$ cat src/rtl/layer_out_serializer_pkg.sv
// Shared definitions for the layer output serializer: FSM encoding, default word width
// and the index-width helper.
package layer_out_serializer_pkg;

  localparam int dataWidth = 8;

  typedef enum logic {
    COLLECT = 1'b0,
    SEND    = 1'b1
  } state_t;

  // Width of a counter that indexes n slots; kept at least 1 bit for single-neuron layers.
  function automatic int idx_width(input int n);
    return (n > 1) ? $clog2(n) : 1;
  endfunction

endpackage

$ cat src/rtl/layer_out_serializer_if.sv
// Bundle between a layer's parallel neuron outputs and the serial stream into the next layer.
interface layer_out_serializer_if #(
  parameter int NUM_NEURONS = 30,
  parameter int WIDTH       = 8
);
  logic [NUM_NEURONS-1:0]       in_valid;
  logic [NUM_NEURONS*WIDTH-1:0] in_data;
  logic                         out_ready;
  logic                         out_valid;
  logic [WIDTH-1:0]             out_data;
  logic                         out_last;
  logic                         overrun;

  modport master (
    input  in_valid, in_data, out_ready,
    output out_valid, out_data, out_last, overrun
  );

  modport slave (
    output in_valid, in_data, out_ready,
    input  out_valid, out_data, out_last, overrun
  );
endinterface

$ cat src/rtl/layer_out_serializer.sv
// Collects one word per neuron (in any order, any grouping) into a register buffer, then
// streams the buffer out in slot order with valid/ready handshaking.
module layer_out_serializer
  import layer_out_serializer_pkg::*;
#(
  parameter int NUM_NEURONS = 30,
  parameter int WIDTH       = dataWidth
) (
  input logic                    clk,
  input logic                    rst,
  layer_out_serializer_if.master bus
);

  localparam int              IDX_W    = idx_width(NUM_NEURONS);
  localparam logic [IDX_W-1:0] LAST_IDX = IDX_W'(NUM_NEURONS - 1);

  state_t                 state;
  logic [NUM_NEURONS-1:0] mask;
  logic [NUM_NEURONS-1:0] nxt_mask;
  logic [IDX_W-1:0]       idx;
  logic [IDX_W-1:0]       nxt_idx;
  logic [WIDTH-1:0]       buffer [NUM_NEURONS];
  logic [WIDTH-1:0]       first_word;
  logic                   out_valid_q;
  logic [WIDTH-1:0]       out_data_q;
  logic                   out_last_q;
  logic                   overrun_q;

  always_comb begin
    nxt_mask   = mask | bus.in_valid;
    nxt_idx    = idx + IDX_W'(1);
    // Slot 0 may be captured on the completing edge itself, so bypass the buffer.
    first_word = bus.in_valid[0] ? bus.in_data[0 +: WIDTH] : buffer[0];
  end

  // Parallel writes from every neuron in the same cycle rule out a RAM here.
  always_ff @(posedge clk) begin
    if (!rst && state == COLLECT) begin
      for (int i = 0; i < NUM_NEURONS; i++)
        if (bus.in_valid[i]) buffer[i] <= bus.in_data[i*WIDTH +: WIDTH];
    end
  end

  always_ff @(posedge clk) begin
    if (rst) begin
      state       <= COLLECT;
      mask        <= '0;
      idx         <= '0;
      overrun_q   <= 1'b0;
      out_valid_q <= 1'b0;
      out_data_q  <= '0;
      out_last_q  <= 1'b0;
    end else begin
      case (state)
        COLLECT: begin
          if (&nxt_mask) begin
            state       <= SEND;
            mask        <= nxt_mask;
            idx         <= '0;
            out_valid_q <= 1'b1;
            out_data_q  <= first_word;
            out_last_q  <= (NUM_NEURONS == 1);
          end else begin
            mask <= nxt_mask;
          end
        end
        SEND: begin
          // Next layer's outputs arriving before this one has drained are dropped.
          if (|bus.in_valid) overrun_q <= 1'b1;
          if (bus.out_ready) begin
            if (idx == LAST_IDX) begin
              state       <= COLLECT;
              mask        <= '0;
              idx         <= '0;
              out_valid_q <= 1'b0;
              out_data_q  <= '0;
              out_last_q  <= 1'b0;
            end else begin
              idx        <= nxt_idx;
              out_data_q <= buffer[nxt_idx];
              out_last_q <= (nxt_idx == LAST_IDX);
            end
          end
        end
        default: state <= COLLECT;
      endcase
    end
  end

  assign bus.out_valid = out_valid_q;
  assign bus.out_data  = out_data_q;
  assign bus.out_last  = out_last_q;
  assign bus.overrun   = overrun_q;

endmodule

$ cat src/flat_wrapper.sv
// flat-port wrapper written by rule: the top's interface ports become plain ports
module layer_out_serializer_flat import layer_out_serializer_pkg::*;
#(
  parameter int NUM_NEURONS = 30,
  parameter int WIDTH       = dataWidth
)
  (clk, rst, bus_in_valid, bus_in_data, bus_out_ready, bus_out_valid, bus_out_data, bus_out_last, bus_overrun);
  layer_out_serializer_if #(.NUM_NEURONS(NUM_NEURONS), .WIDTH(WIDTH)) bus_i ();
  input logic clk;
  input logic rst;
  input wire logic [$bits(bus_i.in_valid)-1:0] bus_in_valid;
  input wire logic [$bits(bus_i.in_data)-1:0] bus_in_data;
  input wire logic [$bits(bus_i.out_ready)-1:0] bus_out_ready;
  output wire logic [$bits(bus_i.out_valid)-1:0] bus_out_valid;
  output wire logic [$bits(bus_i.out_data)-1:0] bus_out_data;
  output wire logic [$bits(bus_i.out_last)-1:0] bus_out_last;
  output wire logic [$bits(bus_i.overrun)-1:0] bus_overrun;
  assign bus_i.in_valid = bus_in_valid;
  assign bus_i.in_data = bus_in_data;
  assign bus_i.out_ready = bus_out_ready;
  assign bus_out_valid = bus_i.out_valid;
  assign bus_out_data = bus_i.out_data;
  assign bus_out_last = bus_i.out_last;
  assign bus_overrun = bus_i.overrun;
  layer_out_serializer #(.NUM_NEURONS(NUM_NEURONS), .WIDTH(WIDTH)) u_core (.clk(clk), .rst(rst), .bus(bus_i));
endmodule
$ cat config.mk
export PLATFORM = sky130hd
export DESIGN_NAME = layer_out_serializer_flat
export DESIGN_NICKNAME = d
export VERILOG_FILES = /design/src/rtl/layer_out_serializer_pkg.sv /design/src/rtl/layer_out_serializer_if.sv /design/src/rtl/layer_out_serializer.sv /design/src/flat_wrapper.sv
export SDC_FILE = /design/constraint.sdc
export NUM_CORES = 1
export LEC_CHECK = 0
export ABC_CLOCK_PERIOD_IN_PS = 2800
export CORE_ASPECT_RATIO = 0.6
export CORE_MARGIN = 1.5
export CORE_UTILIZATION = 44
export DETAILED_ROUTE_END_ITERATION = 8
export GPL_TIMING_DRIVEN = 0
export HOLD_SLACK_MARGIN = 0.05
export PLACE_DENSITY = 0.76
export SKIP_LAST_GASP = 1
export SYNTH_ARGS = -nofsm -noshare
export SYNTH_HDL_FRONTEND = slang
export SYNTH_SLANG_ARGS = --single-unit
$ cat constraint.sdc
create_clock -name clk -period 2.8 [get_ports clk]
set_input_delay 0.7 -clock clk [delete_from_list [all_inputs] [get_ports clk]]
set_output_delay 0.7 -clock clk [all_outputs]
set_load 0.01 [all_outputs]
==> results.py, run 1 <==
metrics = {
    "worst_setup_path": {
        "required_ns": 3.21,
        "cp_common_cell": "nor4_1",
        "slowest_stage": "clkdlybuf4s50_1",
        "cp_max_fo": 10,
        "worstSetupStartpointType": "input port",
        "r2r-end": "u_core.bus.out_data[3]",
        "rr_startpoint": "u_core.idx[0]",
        "arrival_ns": 3.18,
        "critical-path-max-stage-delay_ns": 0.64,
        "crit_start": "bus_in_valid[2]",
        "path_cells": "clkdlybuf4s50_1 > o22ai_1 > nor4_1 > nand4_1 > and2_1 > buf_6 > buf_2 > nor4_1 > nor3_1",
        "worstSetupEndpointType": "register",
        "critPathKind": "input port to register",
        "r2r_cells": 11,
        "crit_path_end": "u_core.bus.out_data[5]",
        "reg2reg_slack_ns": 0.07,
    },
    "routing": {
        "drt_first_pass_iters": 5,
        "drt_iter0_markers": 717,
        "antenna_left": 0,
        "wl_per_cell_um": 25.22,
        "vias": 7457,
        "wl_um": 33870,
        "drc_errors": 0,
        "viasPerCell": 5.552,
    },
    "global_route": {
        "grt.total_usage_pct": 25.47,
        "grt_pass1_vias": 7400,
        "grt_first_pass_wirelength_um": 48390,
        "grt_antenna_before_repair": 4,
        "grt_max_degree": 16,
        "gr-total-overflow": 0,
    },
    "cells_and_area": {
        "area_growth_pct": 38.81,
        "fin_area_um2": 15690,
        "drive_gt1_share_pct": 14.88,
        "fin_nets": 1263,
    },
    "sta": {
        "fin_crit_sh_pct": 99.20,
        "drv_slew": 0,
        "setup-violations-final": 0,
        "min_period_ns": 2.778,
        "worst_slew_pin_slew_ns": 0.9516,
        "slew-limit-headroom_pct": 36.56,
        "hold_viol": 0,
        "max_freq_ghz": 0.3600,
        "fin_skew_ns": 0.008553,
        "rsz0062_at_grt": "false",
    },
    "pwr": {
        "powerDensity_nw_per_um2": 608.0,
        "p_int_uw": 7529,
        "max-vdd-ir-drop_mv": 0.5521,
        "combPwrFrac_pct": 8.0,
        "switching_share_pct": 21.09,
        "finalPower_uw": 9542,
        "p_leak_uw": 0.005182,
        "p_sw_uw": 2013,
        "p_clk_share_pct": 39.6,
        "seqPwrFrac_pct": 52.4,
    },
    "synth": {
        "synth_area_um2": 11310,
        "ys_warn_count": 0,
        "ys_seq_area_share_pct": 72.07,
        "synthArstFlopShare_pct": 0,
        "synth_ff_type": "edfxtp_1",
        "syn_inst": 668,
        "syn_avg_cell_area_um2": 16.92,
        "syn_nets": 944,
        "synth_seq_cells": 287,
        "yosysUniqueCellTypes": 38,
        "synth_edf_count": 240,
    },
    "floorplan": {
        "dieArea_um2": 26700,
        "io_pins": 284,
        "die_h_um": 127.2,
        "core_um2": 25280,
        "dieWidth_um": 209.9,
        "row_count": 45,
        "start_util_pct": 44.72,
    },
    "cts": {
        "cts_buffers": 27,
        "insertion_delay_ns": 0.55,
        "holdBufCountCts": 0,
        "clock_tree.root_cell": "clkbuf_16",
        "cts_tree": "done",
        "clk_pin_slew_ns": 0.06,
        "cts_sinks": 287,
        "htree_levels": 1,
        "clockBufferDepth": 3,
    },
    "min_path": {
        "min_path_cells": 2,
        "min_path_type": "register to register",
    },
    "status": {
        "status": "completed",
    },
    "placement": {
        "dpl-instance-area_um2": 14550,
        "gp_congestion": 0.9261,
        "dp_hpwl_um": 25650,
        "port_buffers": 283,
    },
    "run": {
        "maxCapViolCount": 0,
    },
}
==> synthesized netlist by cell type, types with 3 or more instances <==
library cell / instances / area [um2]
nand3_1: 3 / 15.01
nor2_1: 72 / 270.3
nor3_1: 8 / 40.04
o22ai_1: 29 / 181.4
mux4_2: 56 / 1261
mux2i_1: 31 / 310.3
o211ai_1: 8 / 60.06
buf_6: 5 / 56.30
nor4_1: 18 / 112.6
inv_1: 3 / 11.26
ha_1: 3 / 37.54
dfxtp_1: 47 / 940.9
buf_4: 7 / 52.55
nand4_1: 5 / 31.28
and2_1: 31 / 193.9
nand2_1: 37 / 138.9
edfxtp_1: 240 / 7207
buf_2: 9 / 45.04
a21oi_1: 17 / 85.08
clkbuf_1: 12 / 45.04
==> metal layers <==
layer | share of wire, % | up-vias | routed length [um] | global-route usage (%)
li1 | - | 3271 | - | -
met1 | 45 | 3703 | 15140 | 38.51
met2 | 42 | 432 | 14110 | 35.68
met3 | 11 | 51 | 3864 | 8.235
met4 | 2.2 | 0 | 754 | 6.052
met5 | 0 | - | 0 | 0
==> layout make-up <==
cell class / count / area, um2
sequential: 287 / 8152
buffer: 35 / 271.5
antenna: 6 / 15.01
timing repair buffer: 290 / 2885
tap: 329 / 411.6
inverter: 3 / 15.01
clock inverter: 20 / 215.2
clock buffer: 30 / 686.9
multi-input combinational: 343 / 3042
fill: 1896 / 9587
==> worst min-delay path by stage <==
stage | to | from | slack, ns
finish | u_core.bus.overrun | u_core.bus.overrun | 0.45
global route | u_core.bus.out_valid | u_core.bus.out_valid | 0.48
global placement | u_core.bus.overrun | u_core.bus.overrun | 0.43
detailed placement | u_core.bus.overrun | u_core.bus.overrun | 0.44
CTS | u_core.bus.overrun | u_core.bus.overrun | 0.45
floorplan | u_core.mask[10] | u_core.mask[10] | 0.44
==> state kept, by name (all words and copies together), names as in the netlist <==
signal and cells:
u_core.buffer 240, u_core.mask 30, u_core.bus.out_data 8, u_core.idx 5, u_core.bus.out_last 1, u_core.bus.out_valid 1, u_core.bus.overrun 1, u_core.state 1
==> per-stage QoR <==
step                      TNS, ns  util [%]  hold WS (ns)  worst slack, ns  cells
after CTS                       0     61.72        0.4505          0.02960   1331
after floorplan                 0         -        0.4407           0.1368    668
after global routing            0     62.04        0.4781        0.0005882   1339
after global placement     -35.22     57.56        0.4341          -0.8850   1280
final                           0     62.08        0.4484          0.02228   1343
after detailed placement   -33.66     57.56        0.4443          -0.8952   1280
==> placed cells by master (no fill, tap or decap), types with 4 or more instances in the layout <==
master / instances
clkbuf_1: 15
o22ai_1: 27
nand2_1: 37
diode_2: 6
mux2i_2: 7
nand4_1: 5
and2_1: 31
buf_4: 13
nor3_1: 8
nor2_1: 72
nor4_1: 17
clkinv_2: 7
a21oi_1: 17
buf_6: 7
edfxtp_1: 240
mux2i_1: 21
bufinv_16: 4
mux4_2: 56
clkdlybuf4s50_1: 283
buf_2: 4
clkbuf_16: 27
dfxtp_1: 46
clkinvlp_4: 4
o211ai_1: 8
==> power groups by stage <==
stage	clock network [uW]	logic, uW	registers, uW
6_report	3780	765	5000
5_1_grt	3990	810	5020
4_1_cts	3840	766	5000
3_5_place_dp	0	753	5090
3_3_place_gp	0	743	5080
2_1_floorplan	0	223	5060
==> worst max-delay path: cells and delay by family <==
| kind | cells | cell delay [ns] |
|---|---|---|
| and+or+nand+nor | 5 | 1.37 |
| buffers and inverters | 3 | 0.95 |
| AOI/OAI and AO/OA | 1 | 0.15 |
==> logic make-up after synthesis <==
| group | count (synthesis) | share of synthesized area [%] |
|---|---|---|
| AND/OR/NAND/NOR | 187 | 7.957 |
| XOR/XNOR | 3 | 0.2989 |
| adder cells (fa/ha/maj) | 3 | 0.3320 |
| multiplexers | 89 | 14.10 |
| flip-flops | 287 | 72.07 |
| AO/OA/AOI/OAI | 61 | 3.320 |
| buffers and inverters | 38 | 1.926 |
==> what timing repair did <==
action	CTS	global route
endpoints found under the setup margin	8	8
pin swaps	5	5
setup buffers	1	6
resized for setup	34	6
Power figures use the tool's default switching activity.
==> inputs of run 2 (changes only) <==
--- a/config.mk
+++ b/config.mk
@@ -7,7 +7,6 @@
 export LEC_CHECK = 0
 export ABC_CLOCK_PERIOD_IN_PS = 2800
 export CORE_ASPECT_RATIO = 0.6
-export CORE_MARGIN = 1.5
 export CORE_UTILIZATION = 44
 export DETAILED_ROUTE_END_ITERATION = 8
 export GPL_TIMING_DRIVEN = 0
==> results.py, run 2 (synthesis results as in run 1) <==
metrics = {
    "cells_and_area": {
        "final_cell_mix": "clkdlybuf4s50_1, edfxtp_1, nor2_1",
        "largest_reg_flops": 240,
        "top_register": "u_core.buffer",
        "area_growth_pct": 38.27,
        "final_common_cell": "clkdlybuf4s50_1",
        "fin_nets": 1261,
        "fin_area_um2": 15630,
        "drive_gt1_share_pct": 14.34,
    },
    "worst_setup_path": {
        "critical-path-max-stage-delay_ns": 0.57,
        "required_ns": 3.22,
        "cp_max_fo": 10,
        "worstSetupEndpointType": "register",
        "slowest_stage": "clkdlybuf4s50_1",
        "path_cells": "clkdlybuf4s50_1 > o22ai_1 > nor4_1 > nand4_1 > and2_1 > buf_6 > buf_2 > nor4_1 > nor3_1",
        "critPathKind": "input port to register",
        "arrival_ns": 3.13,
        "worstSetupStartpointType": "input port",
        "cp_common_cell": "nor4_1",
    },
    "global_route": {
        "grt.total_usage_pct": 25.71,
        "grt_first_pass_wirelength_um": 48470,
        "grt_pass1_vias": 7482,
        "gr-total-overflow": 0,
        "grt_max_degree": 16,
        "grt_antenna_before_repair": 6,
    },
    "sta": {
        "hold_viol": 0,
        "drv_slew": 0,
        "fin_crit_sh_pct": 96.84,
        "max_freq_ghz": 0.3688,
        "worst_slew_pin_slew_ns": 0.9408,
        "min_period_ns": 2.712,
        "rsz0062_at_grt": "false",
        "setup-violations-final": 0,
        "fin_skew_ns": 0.01305,
        "fin_setup_tns_ns": 0,
        "slew-limit-headroom_pct": 37.28,
    },
    "routing": {
        "drt_first_pass_iters": 5,
        "drt_iter0_markers": 754,
        "drc_errors": 0,
        "wl_um": 33770,
        "wl_per_cell_um": 25.26,
        "vias": 7481,
        "antenna_left": 0,
        "viasPerCell": 5.595,
    },
    "cts": {
        "cts_tree": "done",
        "cts_sinks": 287,
        "insertion_delay_ns": 0.55,
        "clk_pin_slew_ns": 0.07,
        "clockBufferDepth": 3,
        "htree_levels": 1,
        "clock_tree.root_cell": "clkbuf_16",
        "cts_buffers": 27,
        "holdBufCountCts": 0,
    },
    "placement": {
        "dpl-instance-area_um2": 14550,
        "gp_congestion": 0.9054,
        "dp_hpwl_um": 25170,
        "port_buffers": 283,
    },
    "floorplan": {
        "row_count": 45,
        "core_um2": 25280,
        "dieArea_um2": 26360,
        "io_pins": 284,
        "start_util_pct": 44.72,
        "die_h_um": 126.2,
        "dieWidth_um": 208.9,
    },
    "status": {
        "status": "completed",
    },
    "pwr": {
        "max-vdd-ir-drop_mv": 0.4402,
        "p_leak_uw": 0.005154,
        "powerDensity_nw_per_um2": 604.4,
    },
    "run": {
        "maxCapViolCount": 0,
    },
    "min_path": {
        "min_path_type": "register to register",
    },
}
==> run 2: worst paths after layout <==
| kind | cells after the start | slack (ns) | from | endpoint |
|---|---|---|---|---|
| worst min register to register | 2 | 0.44 | u_core.bus.overrun | u_core.bus.overrun |
| worst min-delay path | 2 | 0.44 | u_core.bus.overrun | u_core.bus.overrun |
| worst max register to register | 10 | 0.16 | u_core.idx[0] | u_core.bus.out_data[7] |
| worst max-delay path | 9 | 0.09 | bus_in_valid[23] | u_core.bus.out_data[5] |
==> run 2: cell type report <==
class,instances,area (um2)
Clock inverter,11,111.4
Sequential cell,287,8152
Fill cell,1897,9648
Multi-Input combinational cell,343,3039
Clock buffer,37,763.2
Timing Repair Buffer,289,2878
Inverter,3,15.01
Tap cell,329,411.6
Buffer,34,252.7
Antenna cell,4,10.01
==> run 2: per-layer routing <==
metal / GRT usage, % / up-vias / wire [um]
li1: - / 3265 / -
met1: 39.27 / 3771 / 15560
met2: 37.37 / 410 / 14410
met3: 6.808 / 33 / 3359
met4: 4.325 / 2 / 429
met5: 0 / - / 13
==> run 2: repair_timing <==
item,in CTS,in global routing
pin swaps,4,9
resized for setup,29,9
endpoints found under the setup margin,8,8
setup buffers,1,5
==> run 2: power by group <==
part	switching [uW]	internal [uW]	leakage [uW]
Clock	1600	2090	0.000429
Sequential	80.1	4920	0.00264
Combinational	302	458	0.00209
Total	1980	7470	0.00515
==> run 2: metrics by stage <==
step / std cells / worst slack, ns / util (%) / hold slack [ns] / total power, uW
after CTS: 1329 / 0.01041 / 61.53 / 0.4478 / 9496
after detailed placement: 1280 / -0.8268 / 57.56 / 0.4392 / 5839
after global routing: 1334 / 0.02647 / 61.81 / 0.4720 / 9731
after global placement: 1280 / -0.8417 / 57.56 / 0.4357 / 5818
after floorplan: 668 / 0.1368 / - / 0.4407 / 5280
final: 1337 / 0.08845 / 61.84 / 0.4441 / 9449
==> run 2: worst max-delay path, delay by kind of cell <==
kind | cells | cell delay [ns]
simple gates | 5 | 1.42
compound gates | 1 | 0.12
buf+inv | 3 | 0.89
